--- config.mk ---
export PLATFORM = sky130hd
export DESIGN_NAME = facto_multiplier
export DESIGN_NICKNAME = d
export VERILOG_FILES = /design/src/rtl/facto_pkg.sv /design/src/rtl/facto_multiplier.sv
export SDC_FILE = /design/constraint.sdc
export NUM_CORES = 1
export LEC_CHECK = 0
export ABC_AREA = 1
export BUFFER_PORTS_ARGS = -buffer_cell sky130_fd_sc_hd__buf_2
export CORE_UTILIZATION = 53
export CTS_BUF_LIST = sky130_fd_sc_hd__clkbuf_16
export DETAILED_ROUTE_END_ITERATION = 8
export PLACE_DENSITY = 0.86
export REMOVE_ABC_BUFFERS = 1
export SLEW_MARGIN = 10
export SYNTH_ARGS = -nofsm -noshare
export SYNTH_HDL_FRONTEND = slang
export SYNTH_SLANG_ARGS = --single-unit
--- constraint.sdc ---
create_clock -name clk -period 1.9 [get_ports clk]
set_clock_uncertainty 0.05 [all_clocks]
set_input_delay 0.38 -clock clk [delete_from_list [all_inputs] [get_ports clk]]
set_output_delay 0.38 -clock clk [all_outputs]
set_load 0.1 [all_outputs]
--- src/rtl/facto_pkg.sv ---
// ============================================================================
// Module      : facto_pkg
// Description : Shared state encoding and result-word split constants for the
//               factorial controller and its shift-add multiplier.
// Revision    : 1.0 - initial release
// ============================================================================
`default_nettype none

package facto_pkg;

    typedef enum logic [1:0] {
        IDLE = 2'b00,
        EXEC = 2'b01,
        DONE = 2'b10
    } state_t;

    localparam int c_width_default = 64;

    // The controller splits the product into two WIDTH-bit words.
    localparam int c_res_hi_msb = 2*c_width_default - 1;
    localparam int c_res_hi_lsb = c_width_default;
    localparam int c_res_lo_msb = c_width_default - 1;
    localparam int c_res_lo_lsb = 0;

endpackage : facto_pkg

`default_nettype wire

--- src/rtl/facto_multiplier.sv ---
// ============================================================================
// Module      : facto_multiplier
// Description : Iterative unsigned shift-add multiplier with fixed WIDTH-cycle
//               latency, driven by the factorial controller via start/clear.
// Revision    : 1.0 - initial release
// ============================================================================
`default_nettype none

module facto_multiplier
    import facto_pkg::*;
#(
    parameter int WIDTH = c_width_default,
    parameter int CNT_W = 7
) (
    input  logic                 clk,
    input  logic                 reset,
    input  logic                 start,
    input  logic                 clear,
    input  logic [WIDTH-1:0]     multiplicand,
    input  logic [WIDTH-1:0]     multiplier,
    output logic [2*WIDTH-1:0]   result,
    output logic                 done,
    output logic                 busy
);

    state_t               r_state;
    state_t               w_state_next;
    logic [WIDTH-1:0]     r_mcand;
    logic [2*WIDTH:0]     r_acc;
    logic [CNT_W-1:0]     r_cnt;
    logic [2*WIDTH-1:0]   r_result;
    logic                 r_done;
    logic                 r_busy;

    logic [WIDTH:0]       w_sum;
    logic [2*WIDTH:0]     w_acc_step;
    logic [2*WIDTH:0]     w_acc_next;
    logic                 w_last;
    logic                 w_load;
    logic                 w_step;

    // Upper half plus multiplicand; the carry lands in acc[2*WIDTH] before the shift.
    assign w_sum      = {1'b0, r_acc[2*WIDTH-1:WIDTH]} + {1'b0, r_mcand};
    assign w_acc_step = r_acc[0] ? {w_sum, r_acc[WIDTH-1:0]} : r_acc;
    assign w_acc_next = w_acc_step >> 1;
    assign w_last     = (r_cnt == CNT_W'(WIDTH-1));

    always_ff @(posedge clk) begin
        if (reset) begin
            r_state <= IDLE;
        end else begin
            r_state <= w_state_next;
        end
    end

    always_comb begin
        w_state_next = r_state;
        w_load       = 1'b0;
        w_step       = 1'b0;
        if (clear) begin
            w_state_next = IDLE;
        end else begin
            case (r_state)
                IDLE: begin
                    if (start) begin
                        w_load       = 1'b1;
                        w_state_next = EXEC;
                    end
                end
                EXEC: begin
                    w_step = 1'b1;
                    if (w_last) begin
                        w_state_next = DONE;
                    end
                end
                DONE:    w_state_next = DONE;
                default: w_state_next = IDLE;
            endcase
        end
    end

    // Clear leaves mcand/acc stale: they are fully reloaded on the next accepted start.
    always_ff @(posedge clk) begin
        if (reset) begin
            r_mcand  <= '0;
            r_acc    <= '0;
            r_cnt    <= '0;
            r_result <= '0;
            r_done   <= 1'b0;
            r_busy   <= 1'b0;
        end else if (clear) begin
            r_cnt    <= '0;
            r_result <= '0;
            r_done   <= 1'b0;
            r_busy   <= 1'b0;
        end else if (w_load) begin
            r_mcand  <= multiplicand;
            r_acc    <= {{(WIDTH+1){1'b0}}, multiplier};
            r_cnt    <= '0;
            r_busy   <= 1'b1;
        end else if (w_step) begin
            r_acc    <= w_acc_next;
            r_cnt    <= r_cnt + CNT_W'(1);
            if (w_last) begin
                r_result <= w_acc_next[2*WIDTH-1:0];
                r_done   <= 1'b1;
                r_busy   <= 1'b0;
            end
        end
    end

    assign result = r_result;
    assign done   = r_done;
    assign busy   = r_busy;

endmodule : facto_multiplier

`default_nettype wire

==> flow_summary.rst <==
.. list-table::
   :header-rows: 1

   * - Metric
     - Value
   * - Starting density of the core
     - 53.9%
   * - Count of boundary I/O pins
     - 262
   * - Die outline width
     - 187 um
   * - Pins over their slew limit
     - 0
   * - Period utilization
     - 128%
   * - Library cell occupying the most area in the post-synthesis netlist
     - sky130_fd_sc_hd__dfxtp_1
   * - Number of synthesized register bits
     - 331
   * - Number of rows in the core area
     - 67
   * - Startpoint type of the worst setup path
     - register
   * - Endpoint of the most critical register-to-register path
     - r_acc[107]
   * - Number of detailed-routing iterations run before antenna repair
     - 6
   * - Overflow left after global routing
     - 0
   * - Flop2flop setup slack
     - -0.53 ns
   * - Count of flip-flops with a built-in enable after synthesis
     - 0
   * - Static leakage
     - 12.8 nW
   * - Inserted Clock Buffers
     - 36
   * - Pin count of the biggest net entering global routing
     - 72
   * - Global-route usage over all layers
     - 39.2%
   * - Worst-Skew Late Latency
     - 0.60 ns
   * - Number of clock sinks
     - 331
   * - Measured slew at the worst slew-check pin
     - 0.842 ns
   * - Smallest setup slack after layout
     - -0.528 ns
   * - Peak supply drop
     - 0.000796 V
   * - DP HPWL
     - 46900 um
   * - Layout cells sized above 1
     - 41.7%
   * - Final Core Density
     - 80.3%
   * - Number of warning messages in the yosys log
     - 0
   * - Maximum capacitance violations
     - 0
   * - Synth top area cells
     - sky130_fd_sc_hd__dfxtp_1, sky130_fd_sc_hd__nand2_1, sky130_fd_sc_hd__inv_1
   * - Avg WL per Cell
     - 21.1 um
   * - Failing checks
     - negative setup slack
   * - Worst hold endpoint
     - r_mcand[7]
   * - Worst path cell trace
     - ha_4 -> nand2_1 -> nor2_1 -> nand2_1 -> nor3_1 -> nand2_2 -> nand2_2 -> buf_12 -> nand2_4 -> nand2_2 -> nand2_1 -> nand3_2 -> nand3_2 -> a21oi_2
   * - Reg2Reg Depth
     - 14
   * - Power density cells
     - 625 nW/um2
   * - Register clock-pin slew on the reported worst setup and hold paths
     - 0.08 ns
   * - CP startpoint
     - r_acc[78]
   * - Status
     - finished, violations left
   * - Arr. time, crit path
     - 2.88 ns
   * - Clock root buffer
     - sky130_fd_sc_hd__clkbuf_16
   * - Leading register cell type out of synthesis
     - sky130_fd_sc_hd__dfxtp_1
   * - Hold path depth
     - 3
   * - Share of the synthesized area in the top cell type
     - 36.6%
   * - H-tree Lvls
     - 2
   * - Number of standard cells after synthesis
     - 2791
   * - Post-Layout Inst Area
     - 26900 um2
   * - Deepest clock path buffer count
     - 3
   * - Worst Hold Slack
     - 0.00223 ns
   * - Placement-stage cell area
     - 21700 um2
   * - Netlist area before placement
     - 18100 um2
   * - Final Setup Violations
     - 201
   * - Post-Layout Cell Count
     - 3766
   * - Avg Inst Size Synth
     - 6.48 um2
   * - Drt total wl
     - 79300 um
   * - Combined flip-flop and latch cell area
     - 6770 um2
   * - Final Net Count
     - 3492
   * - Fillers
     - 2049
   * - First-pass GRT wire length
     - 109000 um
   * - Worst Path Class, Setup
     - register to register
   * - Area used by multi-input combinational logic
     - 12800 um2
   * - Total power
     - 16.8 mW
   * - Die Ht
     - 187 um
   * - Total of buffers placed on input and output ports
     - 261
   * - Tightest Hold Check Type
     - input pin to register
   * - Number of instances in the placed design
     - 3645
   * - Via count of the first global-routing pass
     - 21.1k
   * - Min-delay src
     - multiplicand[7]
   * - Post-layout minimum cycle time
     - 2.43 ns
   * - Full die area
     - 34900 um2
   * - Unique masters post-synth
     - 37
   * - Relative slew margins
     - 43.9%
   * - Average vias per placed instance
     - 5.99
   * - Kind of capture point of the worst setup path
     - register
   * - Vias after detailed routing
     - 22.6k
   * - Number of antenna violations at the first check in global routing
     - 2
   * - Peak Freq
     - 412 MHz
   * - Slowest cell on the critical path
     - sky130_fd_sc_hd__dfxtp_2
   * - Worst EP required
     - 2.35 ns
   * - Post-synthesis to final-layout area growth
     - 49.0%
   * - Number of design rule violations left after detail routing
     - 0
   * - Core Footprint
     - 33500 um2
   * - TritonCTS clock tree
     - built
   * - Critical Path Fanout Max
     - 4
   * - Unrepaired setup endpoints after global routing
     - true
   * - Post-detailed-route count of antenna-violating nets
     - 0
   * - Ys async rst share
     - 0%
   * - First-iteration detailed-routing DRC count
     - 2521
   * - Number of hold-slack violations in the final timing report
     - 0
   * - Fraction of the yosys area taken by sequential cells
     - 36.6%
   * - Last weighted congestion value of the routability-driven placer
     - 1.02
   * - Stage delay of the slowest cell on the critical path
     - 0.34 ns
   * - Startpoint of the worst register-to-register path
     - r_acc[78]
-- critical path: cells and delay by family (launching register included) --
| kind | cells | cell delay, ns |
|---|---|---|
| and+or+nand+nor | 11 | 1.40 |
| DFF | 1 | 0.34 |
| adders and majority gates | 1 | 0.29 |
| buffers and inverters | 1 | 0.14 |
| AOI/OAI and AO/OA | 1 | 0.11 |
-- cells in the mapped netlist, types with 8 or more instances --
master	n
sky130_fd_sc_hd__nor3_1	21
sky130_fd_sc_hd__a21oi_1	109
sky130_fd_sc_hd__a31oi_1	63
sky130_fd_sc_hd__nand4_1	10
sky130_fd_sc_hd__buf_1	18
sky130_fd_sc_hd__buf_6	8
sky130_fd_sc_hd__nand2_1	926
sky130_fd_sc_hd__a22o_1	68
sky130_fd_sc_hd__inv_1	359
sky130_fd_sc_hd__ha_1	68
sky130_fd_sc_hd__nand3_1	226
sky130_fd_sc_hd__dfxtp_1	331
sky130_fd_sc_hd__nor2_1	257
sky130_fd_sc_hd__buf_2	19
sky130_fd_sc_hd__xnor2_1	26
sky130_fd_sc_hd__o21ai_0	121
sky130_fd_sc_hd__o211ai_1	12
sky130_fd_sc_hd__clkbuf_1	69
sky130_fd_sc_hd__or2_2	49
-- cell families (layout without fill, tap and decap cells) --
kind of cell	count (synthesis)	count (layout)	share of synthesized area [%]
buf+inv	481	1007	10.5
mux	1	1	0.0554
flops	331	331	36.6
compound gates	380	380	12.6
simple gates	1500	1500	33.9
xor+xnor	29	29	1.40
other cells	0	1	0
fa+ha+maj	69	69	4.82
-- sequential cells by signal, indices dropped and copies added (netlist names) --
register  cells
r_state       2
r_mcand      64
result      128
r_acc       128
done          1
busy          1
r_cnt         7
-- placed cells by master (no fill, tap or decap), types with 11 or more instances in the layout --
cell | synthesis | layout
sky130_fd_sc_hd__clkbuf_16 | 0 | 37
sky130_fd_sc_hd__buf_2 | 19 | 260
sky130_fd_sc_hd__buf_12 | 0 | 26
sky130_fd_sc_hd__nor2_1 | 257 | 175
sky130_fd_sc_hd__ha_4 | 0 | 59
sky130_fd_sc_hd__a22o_1 | 68 | 68
sky130_fd_sc_hd__xnor2_2 | 0 | 14
sky130_fd_sc_hd__buf_4 | 4 | 226
sky130_fd_sc_hd__o211ai_1 | 12 | 12
sky130_fd_sc_hd__a21oi_1 | 109 | 62
sky130_fd_sc_hd__dlygate4sd3_1 | 0 | 39
sky130_fd_sc_hd__nor2_2 | 4 | 38
sky130_fd_sc_hd__nand2_1 | 926 | 674
sky130_fd_sc_hd__inv_1 | 359 | 319
sky130_fd_sc_hd__xnor2_1 | 26 | 11
sky130_fd_sc_hd__a31oi_1 | 63 | 63
sky130_fd_sc_hd__nand3_2 | 1 | 84
sky130_fd_sc_hd__nor3_2 | 0 | 11
sky130_fd_sc_hd__nand3_1 | 226 | 129
sky130_fd_sc_hd__buf_6 | 8 | 27
sky130_fd_sc_hd__dfxtp_2 | 0 | 97
sky130_fd_sc_hd__o21ai_2 | 0 | 14
sky130_fd_sc_hd__nand2_2 | 0 | 184
sky130_fd_sc_hd__inv_2 | 4 | 49
sky130_fd_sc_hd__or2_2 | 49 | 44
sky130_fd_sc_hd__nand3_4 | 0 | 14
sky130_fd_sc_hd__o21ai_0 | 121 | 88
sky130_fd_sc_hd__dfxtp_1 | 331 | 227
sky130_fd_sc_hd__nand2_4 | 0 | 66
sky130_fd_sc_hd__o21ai_1 | 0 | 19
sky130_fd_sc_hd__a21oi_2 | 0 | 44
sky130_fd_sc_hd__nor2_4 | 1 | 49
-- how the worst max path moves through the flow --
stage / end / cells past startpoint / slack (ns)
after CTS: r_acc[125] / 17 / -0.25
after floorplan: result[74] / 8 / -6.16
after global placement: result[127] / 15 / -0.57
final: r_acc[107] / 14 / -0.53
after global routing: r_acc[105] / 16 / -0.69
after detailed placement: result[127] / 15 / -0.65
-- final cells by class --
type	count	area share, %
multi-input combinational	1979	47.5
clock inverter	27	0.873
clock buffer	37	3.44
tap	448	2.08
sequential	331	25.1
timing repair buffer	580	15.9
antenna	1	0.00929
inverter	363	5.10
-- stage by stage --
| stage | setup TNS [ns] | setup WS (ns) |
|---|---|---|
| after floorplan | -1847.93 | -6.16 |
| after global placement | -39.86 | -0.567 |
| after detailed placement | -49.28 | -0.647 |
| after CTS | -18.40 | -0.250 |
| after global routing | -58.61 | -0.686 |
| final | -43.64 | -0.528 |
-- power breakdown --
group	switching (mW)	internal [mW]	total, mW	leakage, nW
sequential	0.222	7.15	7.37	2.73
combinational	1.33	0.972	2.31	9.50
clock	3.16	3.99	7.15	0.600
-- metal layers --
metal | share of wire (%) | up-vias | routed length (um) | global-route usage, %
met5 | 0.013 | - | 10 | 0
met2 | 45 | 1726 | 36000 | 66.4
met1 | 36 | 10500 | 28400 | 47.8
met3 | 12 | 454 | 9400 | 7.32
li1 | - | 9865 | - | -
met4 | 7.0 | 2 | 5560 | 18.7
-- repair_timing --
action                     in CTS  in global routing
hold endpoints to repair       39                  0
gates resized for setup       468                480
buffers inserted                6                 12
setup endpoints to repair     190                205
hold buffers                   39                  0
pin swaps                      85                109
cloned                          1                  0
Power figures use the tool's default switching activity.
